==> config.mk <==
export PLATFORM = sky130hd
export DESIGN_NAME = snn_input_sequencer
export DESIGN_NICKNAME = d
export VERILOG_FILES = /design/src/rtl/snn_pkg.sv /design/src/rtl/snn_fifo2.sv /design/src/rtl/snn_input_sequencer.sv
export SDC_FILE = /design/constraint.sdc
export NUM_CORES = 1
export LEC_CHECK = 0
export ABC_AREA = 1
export ABC_CLOCK_PERIOD_IN_PS = 2300
export CORE_UTILIZATION = 55
export CTS_CLUSTER_SIZE = 20
export DETAILED_ROUTE_END_ITERATION = 16
export GPL_ROUTABILITY_DRIVEN = 0
export MAX_ROUTING_LAYER = met4
export PLACE_DENSITY = 0.87
export SYNTH_ARGS = -nofsm -noshare
export SYNTH_HDL_FRONTEND = slang
export SYNTH_SLANG_ARGS = --single-unit
==> constraint.sdc <==
create_clock -name clk -period 2.3 [get_ports clk]
set_input_delay 0.345 -clock clk [delete_from_list [all_inputs] [get_ports clk]]
set_output_delay 0.345 -clock clk [all_outputs]
set_load 0.02 [all_outputs]
==> src/rtl/snn_pkg.sv <==
// ============================================================================
// Package    : snn_pkg
// Description: Shared constants and state encoding for the SNN input path.
// Revision   : 1.0 - initial release
// ============================================================================
`default_nettype none

package snn_pkg;

  localparam int NUM_PIXELS = 784;
  localparam int ADDR_W     = 10;

  typedef enum logic [1:0] {
    ST_IDLE  = 2'd0,
    ST_FETCH = 2'd1,
    ST_DRAIN = 2'd2,
    ST_DONE  = 2'd3
  } seq_state_t;

endpackage : snn_pkg

`default_nettype wire

==> src/rtl/snn_fifo2.sv <==
// ============================================================================
// Module     : snn_fifo2
// Description: Two-entry synchronous FIFO with flush; head entry always at
//              slot 0 so the read data needs no output mux.
// Revision   : 1.0 - initial release
// ============================================================================
`default_nettype none

module snn_fifo2 #(
  parameter int WIDTH = 1
) (
  input  logic             clk,
  input  logic             rst_n,
  input  logic             flush,
  input  logic             push,
  input  logic [WIDTH-1:0] push_data,
  input  logic             pop,
  output logic [WIDTH-1:0] head_data,
  output logic [1:0]       count
);

  logic [WIDTH-1:0] r_mem0;
  logic [WIDTH-1:0] r_mem1;
  logic [1:0]       r_count;
  logic             w_pop;

  assign w_pop     = pop && (r_count != 2'd0);
  assign head_data = r_mem0;
  assign count     = r_count;

  always_ff @(posedge clk or negedge rst_n) begin
    if (!rst_n) begin
      r_mem0  <= '0;
      r_mem1  <= '0;
      r_count <= 2'd0;
    end else if (flush) begin
      r_count <= 2'd0;
    end else begin
      case (r_count)
        2'd0: begin
          if (push) begin
            r_mem0  <= push_data;
            r_count <= 2'd1;
          end
        end
        2'd1: begin
          case ({push, w_pop})
            2'b10: begin
              r_mem1  <= push_data;
              r_count <= 2'd2;
            end
            2'b01: r_count <= 2'd0;
            2'b11: r_mem0  <= push_data;
            default: ;
          endcase
        end
        2'd2: begin
          // Popping from full shifts the tail into the head slot.
          if (w_pop) begin
            r_mem0 <= r_mem1;
            if (push) begin
              r_mem1 <= push_data;
            end else begin
              r_count <= 2'd1;
            end
          end
        end
        default: r_count <= 2'd0;
      endcase
    end
  end

  a_no_overflow: assert property (@(posedge clk) disable iff (!rst_n)
    !(push && !flush && !w_pop && (r_count == 2'd2)));

endmodule : snn_fifo2

`default_nettype wire

==> src/rtl/snn_input_sequencer.sv <==
// ============================================================================
// Module     : snn_input_sequencer
// Description: Walks the input-image ROM once per start and streams pixels
//              to the first SNN layer over valid/ready.
// Revision   : 1.0 - initial release
// ============================================================================
`default_nettype none

module snn_input_sequencer #(
  parameter int NUM_PIXELS = snn_pkg::NUM_PIXELS,
  parameter int ADDR_W     = snn_pkg::ADDR_W
) (
  input  logic              clk,
  input  logic              rst_n,
  input  logic              start,
  input  logic              abort,
  output logic [ADDR_W-1:0] rom_addr,
  input  logic              rom_q,
  output logic              pix_valid,
  input  logic              pix_ready,
  output logic              pix_data,
  output logic [ADDR_W-1:0] pix_idx,
  output logic              busy,
  output logic              done
);

  import snn_pkg::*;

  localparam logic [ADDR_W-1:0] c_last_idx = ADDR_W'(NUM_PIXELS - 1);
  localparam logic [ADDR_W-1:0] c_one      = ADDR_W'(1);

  if (NUM_PIXELS > (1 << ADDR_W)) begin : g_param_check
    $error("snn_input_sequencer: NUM_PIXELS does not fit in ADDR_W");
  end

  seq_state_t        r_state;
  seq_state_t        w_state_nxt;
  logic [ADDR_W-1:0] r_issue_cnt;
  logic [ADDR_W-1:0] r_addr_hold;
  logic [ADDR_W-1:0] r_out_cnt;
  logic              r_inflight;

  logic [1:0]        w_fifo_count;
  logic              w_fifo_data;
  logic              w_pop;
  logic [2:0]        w_occ;
  logic              w_credit_ok;
  logic              w_issue;
  logic              w_start_pass;
  logic              w_last_issue;
  logic              w_last_pop;

  assign w_pop        = pix_valid && pix_ready;
  // Entries held plus the read in flight, less the one leaving this cycle.
  assign w_occ        = {1'b0, w_fifo_count} + {2'b00, r_inflight};
  assign w_credit_ok  = (w_occ <= (3'd1 + {2'b00, w_pop}));
  assign w_last_issue = (r_issue_cnt == c_last_idx);
  assign w_last_pop   = w_pop && (r_out_cnt == c_last_idx);

  always_comb begin
    w_state_nxt  = r_state;
    w_issue      = 1'b0;
    w_start_pass = 1'b0;
    case (r_state)
      ST_IDLE: begin
        if (start) begin
          w_state_nxt  = ST_FETCH;
          w_start_pass = 1'b1;
        end
      end
      ST_FETCH: begin
        if (w_credit_ok) begin
          w_issue = 1'b1;
          if (w_last_issue) begin
            w_state_nxt = ST_DRAIN;
          end
        end
      end
      ST_DRAIN: begin
        if (w_last_pop) begin
          w_state_nxt = ST_DONE;
        end
      end
      ST_DONE: w_state_nxt = ST_IDLE;
      default: w_state_nxt = ST_IDLE;
    endcase
    if (abort) begin
      w_state_nxt  = ST_IDLE;
      w_issue      = 1'b0;
      w_start_pass = 1'b0;
    end
  end

  always_ff @(posedge clk or negedge rst_n) begin
    if (!rst_n) begin
      r_state <= ST_IDLE;
    end else begin
      r_state <= w_state_nxt;
    end
  end

  always_ff @(posedge clk or negedge rst_n) begin
    if (!rst_n) begin
      r_issue_cnt <= '0;
      r_addr_hold <= '0;
      r_out_cnt   <= '0;
      r_inflight  <= 1'b0;
    end else begin
      r_inflight <= w_issue;
      if (w_issue) begin
        r_addr_hold <= r_issue_cnt;
      end
      // The issue counter parks on the last address rather than wrapping.
      if (w_start_pass) begin
        r_issue_cnt <= '0;
      end else if (w_issue && !w_last_issue) begin
        r_issue_cnt <= r_issue_cnt + c_one;
      end
      if (abort || w_start_pass) begin
        r_out_cnt <= '0;
      end else if (w_pop) begin
        r_out_cnt <= r_out_cnt + c_one;
      end
    end
  end

  snn_fifo2 #(
    .WIDTH (1)
  ) u_fifo (
    .clk       (clk),
    .rst_n     (rst_n),
    .flush     (abort),
    .push      (r_inflight && !abort),
    .push_data (rom_q),
    .pop       (w_pop),
    .head_data (w_fifo_data),
    .count     (w_fifo_count)
  );

  assign rom_addr  = w_issue ? r_issue_cnt : r_addr_hold;
  assign pix_valid = (w_fifo_count != 2'd0);
  assign pix_data  = w_fifo_data;
  assign pix_idx   = r_out_cnt;
  assign busy      = (r_state == ST_FETCH) || (r_state == ST_DRAIN);
  assign done      = (r_state == ST_DONE);

  a_addr_range: assert property (@(posedge clk) disable iff (!rst_n)
    rom_addr <= c_last_idx);

endmodule : snn_input_sequencer

`default_nettype wire
* Word-level counts from Yosys, hierarchy flattened
Index checks and enable logic that the tools add are counted.
Operators by class: add/subtract/negate cells 4, $lt $le $gt $ge 1, equality and inequality tests 23, muxes and demuxes 30, bitwise logic cells 1, reduce and logical (&&, ||, !) cells 20
Operators by type and width (number):
- $mux 10 | 5
- $add 10x1->10 const B | 2
- $eq 10x10->1 const B | 2
- $mux 2 | 9
- $ne 3x3->1 const B | 5
- $mux 1 | 11
- $eq 2x2->1 const B | 5
- $reduce_and 5->1 | 2
- $ne 2x1->1 const B | 4
- $pmux 2 s4 | 1
- $reduce_and 4->1 | 2
- $reduce_bool 2->1 | 4
- $eq 2x1->1 const B | 3
- $ne 3x2->1 const B | 2
- $pmux 2 s3 | 1
- $logic_and 1x1->1 | 5
- $logic_not 2->1 | 2
- $ne 4x2->1 const B | 1
- $pmux 2 s2 | 1
- $add 2x1->3 | 1
- $le 3x2->1 | 1
- $pmux 1 s3 | 1
- $reduce_bool 3->1 | 1
- $add 1x1->2 const A | 1
- 5 further kinds | 7
Word-level totals: bits in registers 37, input port bits 6

* Longest topological paths before layout
Gate-level depths: netlist of the first run.
depth after elaboration 10, gate-level depth with buffers 12, depth with buffers taken out 12

* Modules after synthesis
From an unflattened synthesis of the first run, not the netlist that was laid out.
Unflattened totals: cell total of the unflattened synthesis 284, area, all modules 2168.3 um2
Modules (own cells, without submodules):
- snn_input_sequencer | instances 1, cells each 238, area an instance 1880.6 um2, seq. area each 825.8 um2
- snn_fifo2 | instances 1, cells each 46, area an instance 287.8 um2, seq. area each 100.1 um2

* Worst setup path after synthesis of the first run
No wires, ideal clock.
path kind flip-flop to output port, from register u_fifo.r_count[0], in the netlist u_fifo.count[0], to output port rom_addr[1], arrival time 1.714 ns, data required time 1.955 ns, path slack 0.241 ns, cell stages (with the launch flop) 11, path through dfrtp_1 > inv_1 > ha_1 > inv_2 > nand3_2 > nand2_2 > nand2_2 > nor2_4 > inv_1 > buf_6 > o21ai_1
On the way: longest elaborated chain between the ends 8, elaborated cells between the ends (all ways) 9
RTL lines:
- from (decl) | RTL line snn_fifo2.sv:24 | logic [1:0] r_count;
- from (signal assigned) | RTL line snn_fifo2.sv:35 | r_count <= 2'd0;
- from (signal assigned) | RTL line snn_fifo2.sv:37 | r_count <= 2'd0;
- from (signal assigned) | RTL line snn_fifo2.sv:43 | r_count <= 2'd1;
- $reduce_bool 2->1 | RTL line snn_input_sequencer.sv:141 | assign pix_valid = (w_fifo_count != 2'd0);
- via pix_valid | RTL line snn_input_sequencer.sv:19 | output logic pix_valid,
- $logic_and 1x1->1 | RTL line snn_input_sequencer.sv:53 | assign w_pop = pix_valid && pix_ready;
- $add 1x1->2 | RTL line snn_input_sequencer.sv:56 | assign w_credit_ok = (w_occ <= (3'd1 + {2'b00, w_pop}));
- $le 3x2->1 | RTL line snn_input_sequencer.sv:56
- $mux 1 | RTL line snn_input_sequencer.sv:72 | if (w_credit_ok) begin
- $mux 1 | RTL line snn_input_sequencer.sv:64 | case (r_state)
- $mux 1 | RTL line snn_input_sequencer.sv:87 | if (abort) begin
- via w_issue | RTL line snn_input_sequencer.sv:48 | logic w_issue;
- $mux 10
- to (decl) | RTL line snn_input_sequencer.sv:17 | output logic [ADDR_W-1:0] rom_addr,
The timed path passes the listed nets, and every way through them passes these cells.

* Final worst setup path of the first run
from register u_fifo.r_count[0], in the netlist u_fifo.count[0], to output port rom_addr[3]
On the way: longest elaborated chain between the ends 8, elaborated cells between the ends (all ways) 9
RTL lines (RTL line):
- $reduce_bool 2->1 | snn_input_sequencer.sv:141
- $logic_and 1x1->1 | snn_input_sequencer.sv:53
- $add 1x1->2 | snn_input_sequencer.sv:56
- $le 3x2->1 * | snn_input_sequencer.sv:56
- $mux 1 * | snn_input_sequencer.sv:72
- $mux 1 * | snn_input_sequencer.sv:64
- $mux 1 * | snn_input_sequencer.sv:87
- via w_issue | snn_input_sequencer.sv:48
- $mux 10 *
The timed path passes the listed nets; every way through them passes the cells marked *.

==> summary by stage, run 1 <==
Logic synthesis
The flop and latch count out of synthesis is 37. The sequential cell area fraction in the yosys report is 42.0%. Synthesis produced a netlist whose cell count is 264. The area of the mapped netlist is 0.00221 sq mm.

The number of nets in the synthesized netlist is 285. During synthesis, Yosys emitted a total of 0 warnings. The average instance in the mapped netlist occupies 8.36 sq um. The number of distinct standard cells referenced by the synthesized netlist is 34. The flip-flop cell with the highest count after synthesis is sky130_fd_sc_hd__dfrtp_1.

The number of flops mapped to enable cells by yosys is 0. The proportion of synthesized flip-flops having asynchronous set or reset is 100%.

Placement
Input and output buffers added on the ports amount to 29. The pre-CTS setup slack is -217 ps. The post-place instance area is 0.00265 sq mm. The cell count after placement is 353. The detailed placement HPWL is 3.28 mm.

Clock tree
The number of CTS-inserted buffers is 5. The root buffer cell chosen for the clock tree is sky130_fd_sc_hd__clkbuf_8. The H-tree generated during clock tree synthesis spans 2 levels. Clock-pin slew was measured on the worst setup and hold paths at 70 ps. The source-to-sink clock delay at the later pin of the worst-skew pair is 290 ps. Counting along the longest clock path gives a buffer depth of 2. After clock tree synthesis, the flow added hold-fix buffers numbering 0.

The TritonCTS clock tree is built. The count of clock tree sinks is 37.

Run
The number of maximum-capacitance constraint violations is 0.

STA
The worst hold slack across all endpoints is 471 ps. At the pin with the least slew margin, the transition time is 487 ps. The setup violation total in the final timing report is 0. The final clock skew is 7.66 ps. The count of pins over their slew limit is 0. Timing would allow up to 0.439 GHz. Setup repair after global routing could not meet its margin everywhere. In this run the tightest slew margin relative to its limit is 67.5%. The worst path in the final design needs a cycle of 2280 ps, including I/O delays and setup.

The final count of hold timing violations is 0. The total negative slack for setup checks is 0 ps. The worst path uses 99.0% of the clock period. Setup slack on the critical path of the routed design comes to 24.0 ps.

Global route
The initial antenna violation count is 0. The first-pass GRT wire length is 7.58 mm. The overall overflow remaining after global route is 0. The largest net degree at the start of global routing is 38.

The total routing resource utilization after global routing is 24.1%. The number of global-route vias before repair is 1,854.

Run status
The run finished with clean final reports.

Critical path
The path type of the worst setup path is flop to output port. The worst path arrival time is 1930 ps. STA classifies the critical path startpoint as a flop. The path depth of the worst reg2reg path is 12. The kind of capture point of the worst setup path is an output port. The slowest stage of the critical path belongs to the cell sky130_fd_sc_hd__dfrtp_1.

Data on the critical path is required at its endpoint by 1960 ps. Among the stages of the critical path, the cell type that occurs most often is sky130_fd_sc_hd__nand2_2. The critical path goes through inv_1 > ha_2 > inv_2 > nand3_2 > nand2_2 > nand2_2 > nor2_4 > inv_4 > clkbuf_16 > o21ai_4 > buf_6. The maximum fanout along the worst path is 5.

The largest stage delay on the critical path is 400 ps.

Layout
The number of antenna diodes in the final layout is 0. Cells fill 77.3% of the core in the end. The register area is 926 sq um. At the end of the flow, the number of nets in the layout was 337. The post-route non-filler standard cell count is 364. The area of all placed cells without fillers is 0.00289 sq mm. Compared with the post-synthesis result, the final layout area differs by 31.1%. Fill cells in the final layout number 249. In the final layout, the share of cells above drive strength 1 is 24.7%. The total area of multi-input combinational cells is 0.00120 sq mm.

Routing
The number of remaining DRC errors is 0. In this run the remaining antenna-violating nets after routing total 0. Before antenna repair, the detailed router went through 4 iterations. Dividing the detail-routed via count by the number of cells gives 5.47. The detailed router's first-iteration violation count is 129. Dividing the detail-routed wire length by the instance count gives 14.0 um. The final layout contains routed wiring with a total length of 5.10 mm. The via total after detailed routing is 1,992.

Hold path
The worst hold path was traced through 2 stages. The worst hold path belongs to the class flop to flop.

Floorplanning
The floorplan has 22 rows. During I/O placement, the number of pins put on the boundary was 30. Measured along the x axis, the die boundary spans 65.3 um. The total area inside the core boundary comes to 0.00374 sq mm.

The initial core utilization is 58.9%. The vertical die dimension is 65.3 um. The floorplan die area is 0.00427 sq mm.

Pwr
The worst vdd rail ir drop is 0.552 mV. The overall power is 2.68 mW. The total power density per cell area is 925 mW/mm^2.

Summed over all cells, the static leakage comes to 1.36 nW.
==> metal layers <==
layer | vias to the layer above | global-route usage, % | wire, um
met1 | 939 | 25.1 | 2120
met2 | 70 | 44.1 | 2630
met4 | 0 | 9.24 | 72
li1 | 972 | - | -
met3 | 11 | 5.03 | 273
met5 | - | - | 0
==> layout by cell type, fill, tap and decap left out, types with 2 or more instances in the layout <==
cell type / count
sky130_fd_sc_hd__inv_1: 31
sky130_fd_sc_hd__nand2_4: 4
sky130_fd_sc_hd__clkbuf_8: 6
sky130_fd_sc_hd__ha_1: 12
sky130_fd_sc_hd__dfrtp_1: 37
sky130_fd_sc_hd__buf_4: 18
sky130_fd_sc_hd__o21ai_0: 10
sky130_fd_sc_hd__inv_2: 2
sky130_fd_sc_hd__inv_4: 4
sky130_fd_sc_hd__ha_4: 2
sky130_fd_sc_hd__o21bai_1: 2
sky130_fd_sc_hd__buf_6: 8
sky130_fd_sc_hd__nand3_2: 2
sky130_fd_sc_hd__a21oi_1: 11
sky130_fd_sc_hd__xor2_1: 3
sky130_fd_sc_hd__nand2_2: 9
sky130_fd_sc_hd__nor3_1: 4
sky130_fd_sc_hd__o2111ai_1: 2
sky130_fd_sc_hd__o21ai_4: 4
sky130_fd_sc_hd__nor2_2: 2
sky130_fd_sc_hd__nor2_1: 25
sky130_fd_sc_hd__o21ai_1: 7
sky130_fd_sc_hd__nand2_1: 41
sky130_fd_sc_hd__nand4_1: 7
sky130_fd_sc_hd__clkdlybuf4s50_1: 19
sky130_fd_sc_hd__clkinv_1: 2
sky130_fd_sc_hd__nand3_1: 19
sky130_fd_sc_hd__o21ai_2: 8
==> cell type report <==
type | instances | area share [%]
well taps | 48 | 2.08
multi-input cells | 186 | 41.6
flip-flops and latches | 37 | 32.0
clock buffers | 7 | 2.98
inverters | 39 | 5.41
repair buffers | 47 | 15.9
==> repair_timing <==
action | 4_1_cts | 5_1_grt
endpoints found under the hold margin | 0 | 0
pin swaps | 0 | 3
setup endpoints to repair | 10 | 10
gates resized for setup | 45 | 35
setup buffers | 0 | 2
gates cloned | 0 | 2
==> state kept, by name (all words and copies together), names as in the netlist <==
register          count
r_inflight            1
u_fifo.r_mem1         1
r_issue_cnt          10
pix_idx              10
u_fifo.count          2
r_addr_hold          10
r_state               2
u_fifo.head_data      1
==> cell families (layout without fill, tap and decap cells) <==
group	Yosys count	in the layout	share of synthesized area (%)
AOI/OAI and AO/OA	48	48	12.6
buffers and inverters	41	93	8.00
xor gates and xnor gates	3	3	1.19
DFF	37	37	42.0
and+or+nand+nor	120	120	27.7
adders and majority gates	15	15	8.51
==> synthesized netlist by cell type, types with 2 or more instances <==
master / count / area [sq um]
sky130_fd_sc_hd__a21oi_1: 11 / 55.1
sky130_fd_sc_hd__nand4_1: 7 / 43.8
sky130_fd_sc_hd__nand3_2: 2 / 20.0
sky130_fd_sc_hd__nor2_1: 25 / 93.8
sky130_fd_sc_hd__inv_4: 3 / 18.8
sky130_fd_sc_hd__buf_6: 2 / 22.5
sky130_fd_sc_hd__o21ai_2: 4 / 35.0
sky130_fd_sc_hd__o21ai_1: 15 / 75.1
sky130_fd_sc_hd__xor2_1: 3 / 26.3
sky130_fd_sc_hd__dfrtp_1: 37 / 926
sky130_fd_sc_hd__nand2_1: 46 / 173
sky130_fd_sc_hd__o2111ai_1: 2 / 17.5
sky130_fd_sc_hd__nor2_2: 2 / 12.5
sky130_fd_sc_hd__nand2_4: 4 / 45.0
sky130_fd_sc_hd__nor3_1: 4 / 20.0
sky130_fd_sc_hd__clkinv_1: 2 / 7.51
sky130_fd_sc_hd__nand2_2: 4 / 25.0
sky130_fd_sc_hd__nand3_1: 19 / 95.1
sky130_fd_sc_hd__ha_1: 15 / 188
sky130_fd_sc_hd__inv_2: 2 / 7.51
sky130_fd_sc_hd__inv_1: 32 / 120
sky130_fd_sc_hd__o21ai_0: 10 / 50.1
sky130_fd_sc_hd__o21bai_1: 2 / 15.0
==> final timing paths <==
path	from	endpoint	slack (ps)
max in group asynchronous	rst_n	r_addr_hold[7]	1470
min	r_addr_hold[9]	r_addr_hold[9]	470
min in group asynchronous	rst_n	pix_idx[6]	480
min reg2reg	r_addr_hold[9]	r_addr_hold[9]	470
max	u_fifo.count[0]	rom_addr[3]	20
max reg2reg	u_fifo.count[0]	u_fifo.count[0]	330
==> power breakdown <==
group / internal (mW) / switching, mW / total, mW
sequential: 0.779 / 0.0967 / 0.876
combinational: 0.575 / 0.765 / 1.34
clock: 0.238 / 0.223 / 0.460
==> critical path: cells and delay by family (launching register included) <==
| kind | cells | cell delay [ps] |
|---|---|---|
| buffers and inverters | 5 | 510 |
| and+or+nand+nor | 4 | 360 |
| adders and majority gates | 1 | 200 |
| DFF | 1 | 400 |
| AOI/OAI and AO/OA | 1 | 160 |
No activity file was read; power rests on OpenSTA's default activity.
==> inputs of run 2 (changes only) <==
Settings changed: CTS_BUF_LIST set to sky130_fd_sc_hd__clkbuf_16.
==> summary by stage, run 2 (synthesized netlist as in run 1, its figures left out) <==
Pwr
The power dissipated by switching net loads is 1.13 mW (was 1.08 mW). The internal power is 1.75 mW (was 1.59 mW). The share of power burned in registers is 30.5% (was 32.7%). The clock group share of total power is 22.0% (was 17.2%). The leakage power of the design is 1.39 nW (was 1.36 nW). The overall power is 2.88 mW (was 2.68 mW).

The worst vdd rail ir drop was 0.773 mV (was 0.552 mV). The relative contribution of combinational cells to total power was 47.5% (was 50.1%). The switching share of power came to 39.2% (was 40.5%). The total power density per cell area is 975 mW/mm^2 (was 925 mW/mm^2).

STA
The worst setup margin is 48.6 ps (was 24.0 ps). The shortest clock period the worst path allows after layout was 2250 ps (was 2280 ps). The setup violation total in the final timing report is 0 (unchanged). The count of pins over their slew limit is 0 (unchanged). The final clock skew came to 5.24 ps (was 7.66 ps). The headroom to the max-slew limit came to 67.6% (was 67.5%).

The transition time at the pin with the least slew margin came to 485 ps (was 487 ps). The highest clock frequency the design can meet was 0.444 GHz (was 0.439 GHz). The final count of hold timing violations came to 0 (unchanged). The post-route clock period utilization is 97.9% (was 99.0%).

Layout
The fraction of final layout cells sized beyond drive strength 1 came to 24.4% (was 24.7%). Leading cell types in the layout, fill and taps excluded: sky130_fd_sc_hd__nand2_1 (40), sky130_fd_sc_hd__dfrtp_1 (37), sky130_fd_sc_hd__inv_1 (32), sky130_fd_sc_hd__nor2_1 (25) (was sky130_fd_sc_hd__nand2_1 (41), sky130_fd_sc_hd__dfrtp_1 (37), sky130_fd_sc_hd__inv_1 (31), sky130_fd_sc_hd__nor2_1 (25)). The number of antenna repair diodes is 0 (unchanged). The area growth from synthesis to layout is 34.0% (was 31.1%). The register area was 926 sq um (unchanged).

The final-stage net count came to 337 (unchanged). The total area of multi-input combinational cells is 0.00122 sq mm (was 0.00120 sq mm). The most common cell after layout, fill and taps aside is sky130_fd_sc_hd__nand2_1 (unchanged). The number of fill cells in the layout was 235 (was 249).

Routing
The post-detailed-routing wire length is 5.30 mm (was 5.10 mm). The average routed wire per standard cell is 14.6 um (was 14.0 um). The number of vias per cell after detailed routing came to 5.51 (was 5.47). The via total after detailed routing is 2,004 (was 1,992).

The number of remaining DRC errors came to 0 (unchanged). The length of the first detailed-routing pass in iterations was 5 (was 4). The count of antenna-violating nets left after detailed routing is 0 (unchanged). The detailed router's first-iteration violation count was 77 (was 129).

Critical path
Cells along the critical path: ha_2 > ha_4 > nand2_2 > nand2_2 > nor2_4 > inv_4 > clkbuf_16 > o21ai_4 > buf_6 (was inv_1 > ha_2 > inv_2 > nand3_2 > nand2_2 > nand2_2 > nor2_4 > inv_4 > clkbuf_16 > o21ai_4 > buf_6). The worst reg-to-reg setup slack was 380 ps (was 330 ps). The path depth of the worst reg2reg path was 12 (unchanged). The kind of launch point of the worst setup path is a flop (unchanged). The path type of the worst setup path was flop to output port (unchanged). The largest stage delay on the critical path is 400 ps (about the same). The cell type with the highest occurrence count on the critical path is sky130_fd_sc_hd__nand2_2 (unchanged).

The worst path arrival time came to 1910 ps (was 1930 ps). The kind of capture point of the worst setup path was an output port (unchanged). The cell with the largest stage delay on the worst path is sky130_fd_sc_hd__dfrtp_1 (unchanged). The endpoint of the most critical register-to-register path was u_fifo.count[0] (unchanged). The maximum fanout along the worst path is 5 (unchanged). The worst path required time is 1960 ps (about the same). The beginning of the worst register-to-register path was u_fifo.count[0] (unchanged).

Global route
The total routing resource utilization after global routing is 24.6% (was 24.1%). The overall overflow remaining after global route is 0 (unchanged). The number of global-route vias before repair is 1,853 (was 1,854). The initial antenna violation count is 0 (unchanged). The first-pass GRT wire length was 7.76 mm (was 7.58 mm).

The largest net degree at the start of global routing is 38 (unchanged).

Floorplanning
The core box area came to 0.00374 sq mm (unchanged). The floorplan die area is 0.00427 sq mm (unchanged). The initial core utilization is 58.9% (unchanged). The placement row count came to 22 (unchanged). The die outline width came to 65.3 um (unchanged). The vertical die dimension came to 65.3 um (unchanged). The number of I/O pins is 30 (unchanged).

Hold path
The worst-case hold path end point is r_addr_hold[9] (unchanged). The hold path startpoint was r_addr_hold[9] (unchanged). The class of the tightest hold or removal check is flop to flop (unchanged). The cell depth of the worst min-delay path was 2 (unchanged).

Run status
Status: finished clean (unchanged).

Clock tree
The clock-pin slew on the worst setup and hold paths is 60 ps (was 70 ps). The number of levels in the clock H-tree is 2 (unchanged). The TritonCTS clock tree is built (unchanged). The number of CTS-inserted buffers was 5 (unchanged). The count of hold buffers inserted by post-cts repair is 0 (unchanged). The clock root buffer master was sky130_fd_sc_hd__clkbuf_16 (was sky130_fd_sc_hd__clkbuf_8).

The source-to-sink clock delay at the later pin of the worst-skew pair is 280 ps (was 290 ps). The count of clock tree sinks came to 37 (unchanged). The maximum root-to-sink buffer count was 2 (unchanged).

Placement
The count of buffers from port buffering came to 29 (unchanged). The pre-CTS setup slack is -217 ps (unchanged). The detailed placement HPWL is 3.28 mm (unchanged).

Run
The number of maximum-capacitance constraint violations is 0 (unchanged).
## run 2: cell count changes in the layout (fill, tap and decap cells not counted), sizes merged
cell | previous run | this run
inv | 37 | 38
clkinv | 2 | 3
clkbuf | 8 | 6
## run 2: worst max path at each step
| stage | start | end | slack (ps) | cells after the start |
|---|---|---|---|---|
| final | u_fifo.count[0] | rom_addr[3] | 50 | 9 |
| after global routing | u_fifo.count[0] | rom_addr[1] | -30 | 10 |
| after global placement | pix_ready | rom_addr[3] | -170 | 9 |
| after detailed placement | pix_ready | rom_addr[3] | -220 | 9 |
| after floorplan | u_fifo.count[0] | rom_addr[1] | 240 | 10 |
| after CTS | r_inflight | rom_addr[3] | 2 | 9 |
## run 2: power groups by stage
stage / combinational (mW) / clock, mW / sequential, mW
CTS: 1.14 / 0.640 / 0.868
finish: 1.37 / 0.635 / 0.878
floorplan: 0.723 / 0 / 0.887
detailed placement: 1.18 / 0 / 0.878
global placement: 1.15 / 0 / 0.873
global route: 1.48 / 0.667 / 0.888
## run 2: worst max-delay path, delay by kind of cell, from the launching register on
kind            cells  cell delay [ps]
flops               1              400
simple gates        3              280
fa+ha+maj           2              440
buf+inv             3              370
compound gates      1              140
## run 2: repair_timing
| item | CTS | global route |
|---|---|---|
| setup endpoints to repair | 10 | 10 |
| hold endpoints to repair | 0 | 0 |
| gates cloned | 0 | 2 |
| resized for setup | 41 | 42 |
| setup buffers | 0 | 2 |
| pin swaps | 0 | 2 |
## run 2: stage by stage
step,hold WS [ps],cells,cell area [sq um],TNS (ps),utilization [%]
after floorplan,49.4,264,2210,0,-
after global placement,455,353,2650,-1610,70.8
final,471,364,2960,0,78.9
after detailed placement,458,353,2650,-1950,70.8
after global routing,503,364,2960,-164,78.9
after CTS,469,360,2740,0,73.1
## run 2: area by class of cell
class / count / area share [%]
clock buffers: 5 / 4.23
clock inverters: 2 / 0.254
inverters: 39 / 5.29
multi-input cells: 186 / 41.2
flip-flops and latches: 37 / 31.3
well taps: 48 / 2.03
repair buffers: 47 / 15.7
## run 2: routing by layer
| layer | vias to the layer above | wire [um] | share of wire, % | global-route usage, % |
|---|---|---|---|---|
| met4 | 0 | 77 | 1.5 | 8.15 |
| li1 | 978 | - | - | - |
| met5 | - | 0 | 0 | - |
| met2 | 61 | 2840 | 54 | 45.5 |
| met3 | 11 | 208 | 3.9 | 4.69 |
| met1 | 954 | 2170 | 41 | 26.2 |
